`src/rtl/mem_fill_ctrl.sv`:
```
// mem_fill_ctrl: arbitrates I/D cache misses (D first) and streams one block
// per miss from pipelined memory into the requesting cache.
// Ports:
//   clk, rst_n                    clock, async active-low reset
//   icache_miss/_addr             I-cache miss request and byte address
//   dcache_miss/_addr             D-cache miss request and byte address
//   mem_data_valid, mem_data_in   memory read return
//   mem_en, mem_addr              memory read request
//   fill_we_i/_d, fill_word,      cache data-array write port
//   fill_data
//   fill_done_i/_d                block-complete strobe (tag/valid write)
//   busy                          pipeline stall, high outside IDLE
module mem_fill_ctrl #(
  parameter int BLOCK_WORDS = 8,
  parameter int MEM_LAT     = 4,
  parameter int ADDR_W      = 16
) (
  input  logic                           clk,
  input  logic                           rst_n,
  input  logic                           icache_miss,
  input  logic [ADDR_W-1:0]              icache_miss_addr,
  input  logic                           dcache_miss,
  input  logic [ADDR_W-1:0]              dcache_miss_addr,
  input  logic                           mem_data_valid,
  input  logic [15:0]                    mem_data_in,
  output logic                           mem_en,
  output logic [ADDR_W-1:0]              mem_addr,
  output logic                           fill_we_i,
  output logic                           fill_we_d,
  output logic [$clog2(BLOCK_WORDS)-1:0] fill_word,
  output logic [15:0]                    fill_data,
  output logic                           fill_done_i,
  output logic                           fill_done_d,
  output logic                           busy
);

  localparam int WORD_W = $clog2(BLOCK_WORDS);
  localparam int OFF_W  = $clog2(2 * BLOCK_WORDS);
  localparam int CNT_W  = WORD_W + 1;

  localparam logic [CNT_W-1:0] FULL = CNT_W'(BLOCK_WORDS);
  localparam logic [CNT_W-1:0] LAST = CNT_W'(BLOCK_WORDS - 1);

  localparam logic [ADDR_W-1:0] OFF_MASK =
    ADDR_W'((1 << OFF_W) - 1);

  localparam logic [1:0] IDLE = 2'd0;
  localparam logic [1:0] FILL = 2'd1;
  localparam logic [1:0] DONE = 2'd2;

  if (MEM_LAT < 1) begin : g_lat_chk
    $error("MEM_LAT must be at least 1");
  end

  logic [1:0]        state;
  logic              grant_d;
  logic [ADDR_W-1:0] base;
  logic [CNT_W-1:0]  req_cnt;
  logic [CNT_W-1:0]  rcv_cnt;

  logic in_fill;
  logic req_act;
  logic ret_act;

  assign in_fill = (state == FILL);
  assign req_act = in_fill && (req_cnt < FULL);
  // Returns outside FILL (e.g. stale reads after reset) are dropped.
  assign ret_act = in_fill && mem_data_valid;

  always_ff @(posedge clk or negedge rst_n) begin
    if (!rst_n) begin
      state   <= IDLE;
      grant_d <= 1'b0;
      base    <= '0;
      req_cnt <= '0;
      rcv_cnt <= '0;
    end else begin
      unique case (state)
        IDLE: begin
          if (dcache_miss) begin
            grant_d <= 1'b1;
            base    <= dcache_miss_addr & ~OFF_MASK;
            req_cnt <= '0;
            rcv_cnt <= '0;
            state   <= FILL;
          end else if (icache_miss) begin
            grant_d <= 1'b0;
            base    <= icache_miss_addr & ~OFF_MASK;
            req_cnt <= '0;
            rcv_cnt <= '0;
            state   <= FILL;
          end
        end
        FILL: begin
          if (req_act) begin
            req_cnt <= req_cnt + 1'b1;
          end
          if (ret_act) begin
            rcv_cnt <= rcv_cnt + 1'b1;
            if (rcv_cnt == LAST) begin
              state <= DONE;
            end
          end
        end
        DONE: begin
          state <= IDLE;
        end
        default: begin
          state <= IDLE;
        end
      endcase
    end
  end

  // Sum truncates to ADDR_W: a block at the top of memory does not carry.
  assign mem_en   = req_act;
  assign mem_addr = req_act ?
                    base + ADDR_W'({req_cnt, 1'b0}) : '0;

  assign fill_we_i = ret_act && !grant_d;
  assign fill_we_d = ret_act && grant_d;
  assign fill_word = ret_act ? rcv_cnt[WORD_W-1:0] : '0;
  assign fill_data = ret_act ? mem_data_in : '0;

  assign fill_done_i = (state == DONE) && !grant_d;
  assign fill_done_d = (state == DONE) && grant_d;
  assign busy        = (state != IDLE);

endmodule
```
`config.mk`:
```
export PLATFORM = sky130hd
export DESIGN_NAME = mem_fill_ctrl
export DESIGN_NICKNAME = d
export VERILOG_FILES = /design/src/rtl/mem_fill_ctrl.sv
export SDC_FILE = /design/constraint.sdc
export NUM_CORES = 1
export LEC_CHECK = 0
export ABC_AREA = 1
export CAP_MARGIN = 25
export CORE_MARGIN = 5
export CORE_UTILIZATION = 42
export DETAILED_ROUTE_END_ITERATION = 6
export GPL_TIMING_DRIVEN = 0
export PLACE_DENSITY = 0.95
export SYNTH_ARGS = -nofsm -noshare
export SYNTH_HDL_FRONTEND = slang
export SYNTH_SLANG_ARGS = --single-unit
```
`constraint.sdc`:
```
create_clock -name clk -period 5 [get_ports clk]
set_clock_uncertainty 0.2 [all_clocks]
set_input_delay 1.5 -clock clk [delete_from_list [all_inputs] [get_ports clk]]
set_output_delay 1.5 -clock clk [all_outputs]
set_load 0.01 [all_outputs]
```
## Word-level counts from Yosys, hierarchy flattened

Index checks and enable logic that the tools add are counted.

- $add $sub $neg: 3
- $lt $le $gt $ge: 1
- Equal/unequal tests: 7
- Multiplexer cells: 18
- Reductions and logical operators: 15

Operators with widths:

| cell | number |
|---|---|
| $mux W16 | 4 |
| $add A16 B5 Y16 | 1 |
| $mux W4 | 4 |
| $pmux W4 S2 | 2 |
| $reduce_and A3 Y1 | 3 |
| $add A4 B1 Y4 const B | 2 |
| $mux W2 | 4 |
| $logic_and A1 B1 Y1 | 6 |
| $ne A2 B1 Y1 const B | 3 |
| $reduce_bool A2 Y1 | 3 |
| $eq A4 B3 Y1 const B | 1 |
| $lt A4 B4 Y1 const B | 1 |
| $pmux W2 S2 | 1 |
| $mux W3 | 1 |
| $ne A3 B3 Y1 const B | 1 |
| $eq A2 B1 Y1 const B | 1 |
| $eq A2 B2 Y1 const B | 1 |
| $logic_not A2 Y1 | 1 |
| $mux W1 | 2 |
| $reduce_and A2 Y1 | 1 |
| $logic_not A1 Y1 | 1 |

- Register bits: 27
- Bits of input ports: 53
- Output and inout bits: 41
- Word-level logic and storage cells: 49

## Longest topological paths before layout

- Depth in word-level cells: 4
- Depth in mapped cells: 7
- Depth with buffers taken out: 7

## Worst setup path after synthesis

Ideal clock, no wire load.

- Kind: input -> output
- Start: input mem_data_valid
- End: output fill_data[0]
- Arrival: 1.926 ns
- Required time: 3.300 ns
- Path slack: 1.374 ns
- Cell stages on the path: 3
- Path buffers: 1
- Cells stage by stage: nand2_1 buf_6 nor2_1

- Longest elaborated chain between the ends: 2

RTL lines:

| what | RTL line | RTL |
|---|---|---|
| start, declared | 24 | `input logic mem_data_valid,` |
| $logic_and A1 B1 Y1 | 68 | `assign ret_act = in_fill && mem_data_valid;` |
| $mux W16 | 123 | `assign fill_data = ret_act ? mem_data_in : '0;` |
| end, declared | 31 | `output logic [15:0] fill_data,` |

No other way between the ends.

## Final worst setup path

- Start: input mem_data_valid
- End: output fill_we_d

- Longest elaborated chain between the ends: 2

RTL lines:

| what | RTL line | RTL |
|---|---|---|
| $logic_and A1 B1 Y1 | 68 |  |
| $logic_and A1 B1 Y1 | 121 | `assign fill_we_d = ret_act && grant_d;` |
| end, declared | 29 | `output logic fill_we_d,` |

No other way between the ends.

==> run summary <==
Status - finished clean
Worst endpoint data arrival time - 3.02 ns
Cts-stage hold buffer count - 0
Synth area leader - dfrtp_1
Synth area leaders - dfrtp_1 (35%), nand2_1 (12%), inv_1 (11%)
CTS root buffer - clkbuf_8
Setup Buffers After CTS - 0
Post-Synth Simple-Gate Area - 32.5%
Internal - 0.700 mW
Number of global-route vias before repair - 1,751
Buffers on Ports - 84
Slowest CP cell - clkdlybuf4s50_1
Total GRT Usage - 17.1%
Core Area - 3740 um^2
Antenna diodes - 0
Worst hold path class - flop to flop
DRT Pass-1 Iters - 4
Mean Syn Cell Area - 6.64 um^2
Max Cap Viol - 0
Final period utilization - 94.3%
CP startpoint kind - primary input
Sw Ratio - 41.8%
RSZ-0062 raised after global routing - no
Antenna violations before repair - 0
Setup TNS - 0 ns
Cell count after synthesis - 251
Die height - 73.0 um
Crit path max-delay family - buffers and inverters
Asr flop ratio synth - 100%
Die Span X - 73.0 um
Most common cell in the netlist - nand2_1
Post-Syn Area - 1670 um^2
EDFF count, synth - 0
Pleak - 1.28 nW
Syn nets - 308
Clock sink count - 23
FF-to-FF setup slack - 3.53 ns
Yosys warnings - 0
Reg2reg start - state[1]
Final Cell Area - 2640 um^2
Netlist cell types - 28
Nets - 398
Critical path data required time - 3.30 ns
Combinational family with the most area after synthesis - simple AND/OR/NAND/NOR gates
# setup viols final - 0
Die area - 5330 um^2
Area after DPL - 2570 um^2
Area grow syn2layout - 58.5%
Top_reg_cell synth - dfrtp_1
CTS tree - yes
Clk pwr share - 9.4%
Sequential fraction of the synthesis area - 34.5%
Drt drc - 0
Power Density - 456 nW/um^2
Peak Freq - 212 MHz
Initial core utilization - 44.5%
Via/cell ratio - 4.77
Most numerous cell on the critical path - clkdlybuf4s50_1
Critical path class - primary input to primary output
Iter 0 DRT Violations - 82
Multi-input logic area - 817 um^2
Routed vias - 1,850
Crit path cell chain - clkdlybuf4s50_1 > nand2_1 > buf_6 > nor2_1 > clkdlybuf4s50_1
Worst slack, placed - 0.265 ns
Ports - 94
Routed Antenna Nets - 0
Final wirelength - 4.55 mm
H-tree depth - 1
CTS clk-pin slew, worst paths - 0.08 ns
GPL Wtd Cong - 0.807
Combinational cell fraction of total power - 60.9%
Crit path buf inv count - 3
Wire length per cell - 11.7 um
VDD IR max - 0.200 mV
Crit. Startpoint - mem_data_valid
Fin. Hold Viols - 0
CTS resizes - 0
Hold_ws - 0.330 ns
Fillers - 310
Adder and majority cell fraction of the synthesized area - 3.00%
Share of layout cells above drive strength 1 - 6.76%
Net Switching - 0.504 mW
Mux cell area share after synthesis - 0%
# rows - 22
Register bit count reported by yosys - 23
Worst setup EP type - primary output
Hold path start - base[4]
Complex-gate fraction of the synthesized area - 12.8%
Xor/xnor cell area share of the yosys netlist - 0.526%
CTS Buf Count - 3
First-pass GRT wire length - 7.43 mm
Largest net degree at the start of global routing - 24
Reg power frac - 29.7%
Yosys top cell area share - 34.5%
DP HPWL - 3.72 mm
Clk buf depth - 2
Max Fanout on Critical Path - 10
Register area - 576 um^2
Fin worst setup slack - 0.284 ns
Crit-path max cell delay - 0.55 ns
GRT overflow - 0
Worst-Skew Late Latency - 0.26 ns
Final slew viol count - 0
Post-synth top cells - nand2_1 (54), inv_1 (49), nor2_1 (44)
Crit path time final - 4.72 ns
-- power groups by stage --
| stage | Combinational [mW] | Clock [mW] | Sequential [mW] |
|---|---|---|---|
| 6_report | 0.733 | 0.114 | 0.357 |
| 5_1_grt | 0.817 | 0.126 | 0.371 |
| 4_1_cts | 0.738 | 0.116 | 0.356 |
| 3_5_place_dp | 0.734 | 0 | 0.359 |
| 3_3_place_gp | 0.716 | 0 | 0.354 |
| 2_1_floorplan | 0.421 | 0 | 0.337 |
-- logic make-up after synthesis --
| logic type | count (synthesis) |
|---|---|
| AOI/OAI and AO/OA | 37 |
| adders and majority gates | 4 |
| buffers and inverters | 60 |
| DFF | 23 |
| other | 1 |
| and+or+nand+nor | 125 |
| xor gates and xnor gates | 1 |
-- path summary, 6_finish.rpt --
kind | endpoint | cells past startpoint
worst min register to register | base[4] | 2
min in group asynchronous | req_cnt[1] | 1
worst max-delay path | fill_we_d | 5
max in group asynchronous | state[1] | 2
worst min-delay path | base[4] | 2
worst max register to register | base[7] | 5
-- flip-flops by register name (all words and copies together) (netlist names) --
name / count
rcv_cnt: 4
req_cnt: 4
state: 2
base: 12
grant_d: 1
-- stage by stage --
stage | power, mW | util, % | instances
after CTS | 1.21 | 69.8 | 387
final | 1.20 | 70.6 | 388
after global placement | 1.07 | 68.6 | 383
after detailed placement | 1.09 | 68.6 | 383
after floorplan | 0.758 | - | 251
after global routing | 1.31 | 70.6 | 388
-- cell usage in the layout, fill, tap and decap left out --
cell type,netlist,layout
a21oi_1,4,4
a21oi_2,2,2
a31oi_1,5,5
buf_12,1,1
buf_16,0,1
buf_2,1,1
buf_4,1,1
buf_6,3,3
clkbuf_1,2,2
clkbuf_8,0,3
clkdlybuf4s50_1,0,84
clkinv_2,0,1
clkinv_4,1,1
conb_1,1,1
dfrtp_1,23,23
ha_1,4,4
inv_1,49,49
inv_2,2,2
nand2_1,54,54
nand2_4,2,2
nand3_1,11,11
nand4_1,4,4
nor2_1,44,44
nor2_2,1,1
nor2_4,3,3
nor3_1,5,5
o211ai_1,5,5
o21ai_0,19,19
o21ai_1,1,1
o22ai_1,1,1
or2_2,1,1
xor2_1,1,1
-- final cells by class --
| type | instances | area share, % |
|---|---|---|
| flip-flops and latches | 23 | 21.8 |
| repair buffers | 85 | 32.9 |
| clock buffers | 3 | 1.56 |
| well taps | 48 | 2.27 |
| multi-input cells | 168 | 30.9 |
| clock inverters | 1 | 0.189 |
| plain buffers | 8 | 2.79 |
| inverters | 52 | 7.58 |
-- layer usage --
layer  vias up  routed length (um)  GRT usage, %
li1        951                   -             -
met1       817                1840          20.7
met2        80                2190          28.9
met3         2                 505          6.75
met4         0                  13          3.07
met5         -                   0             0
-- worst reg2reg max path, delay by kind of cell (launching register included) --
| family | cells | cell delay (ns) |
|---|---|---|
| simple gates | 2 | 0.21 |
| compound gates | 1 | 0.12 |
| flops | 1 | 0.43 |
| buf+inv | 2 | 0.38 |
(Power assumes the default switching activity.)
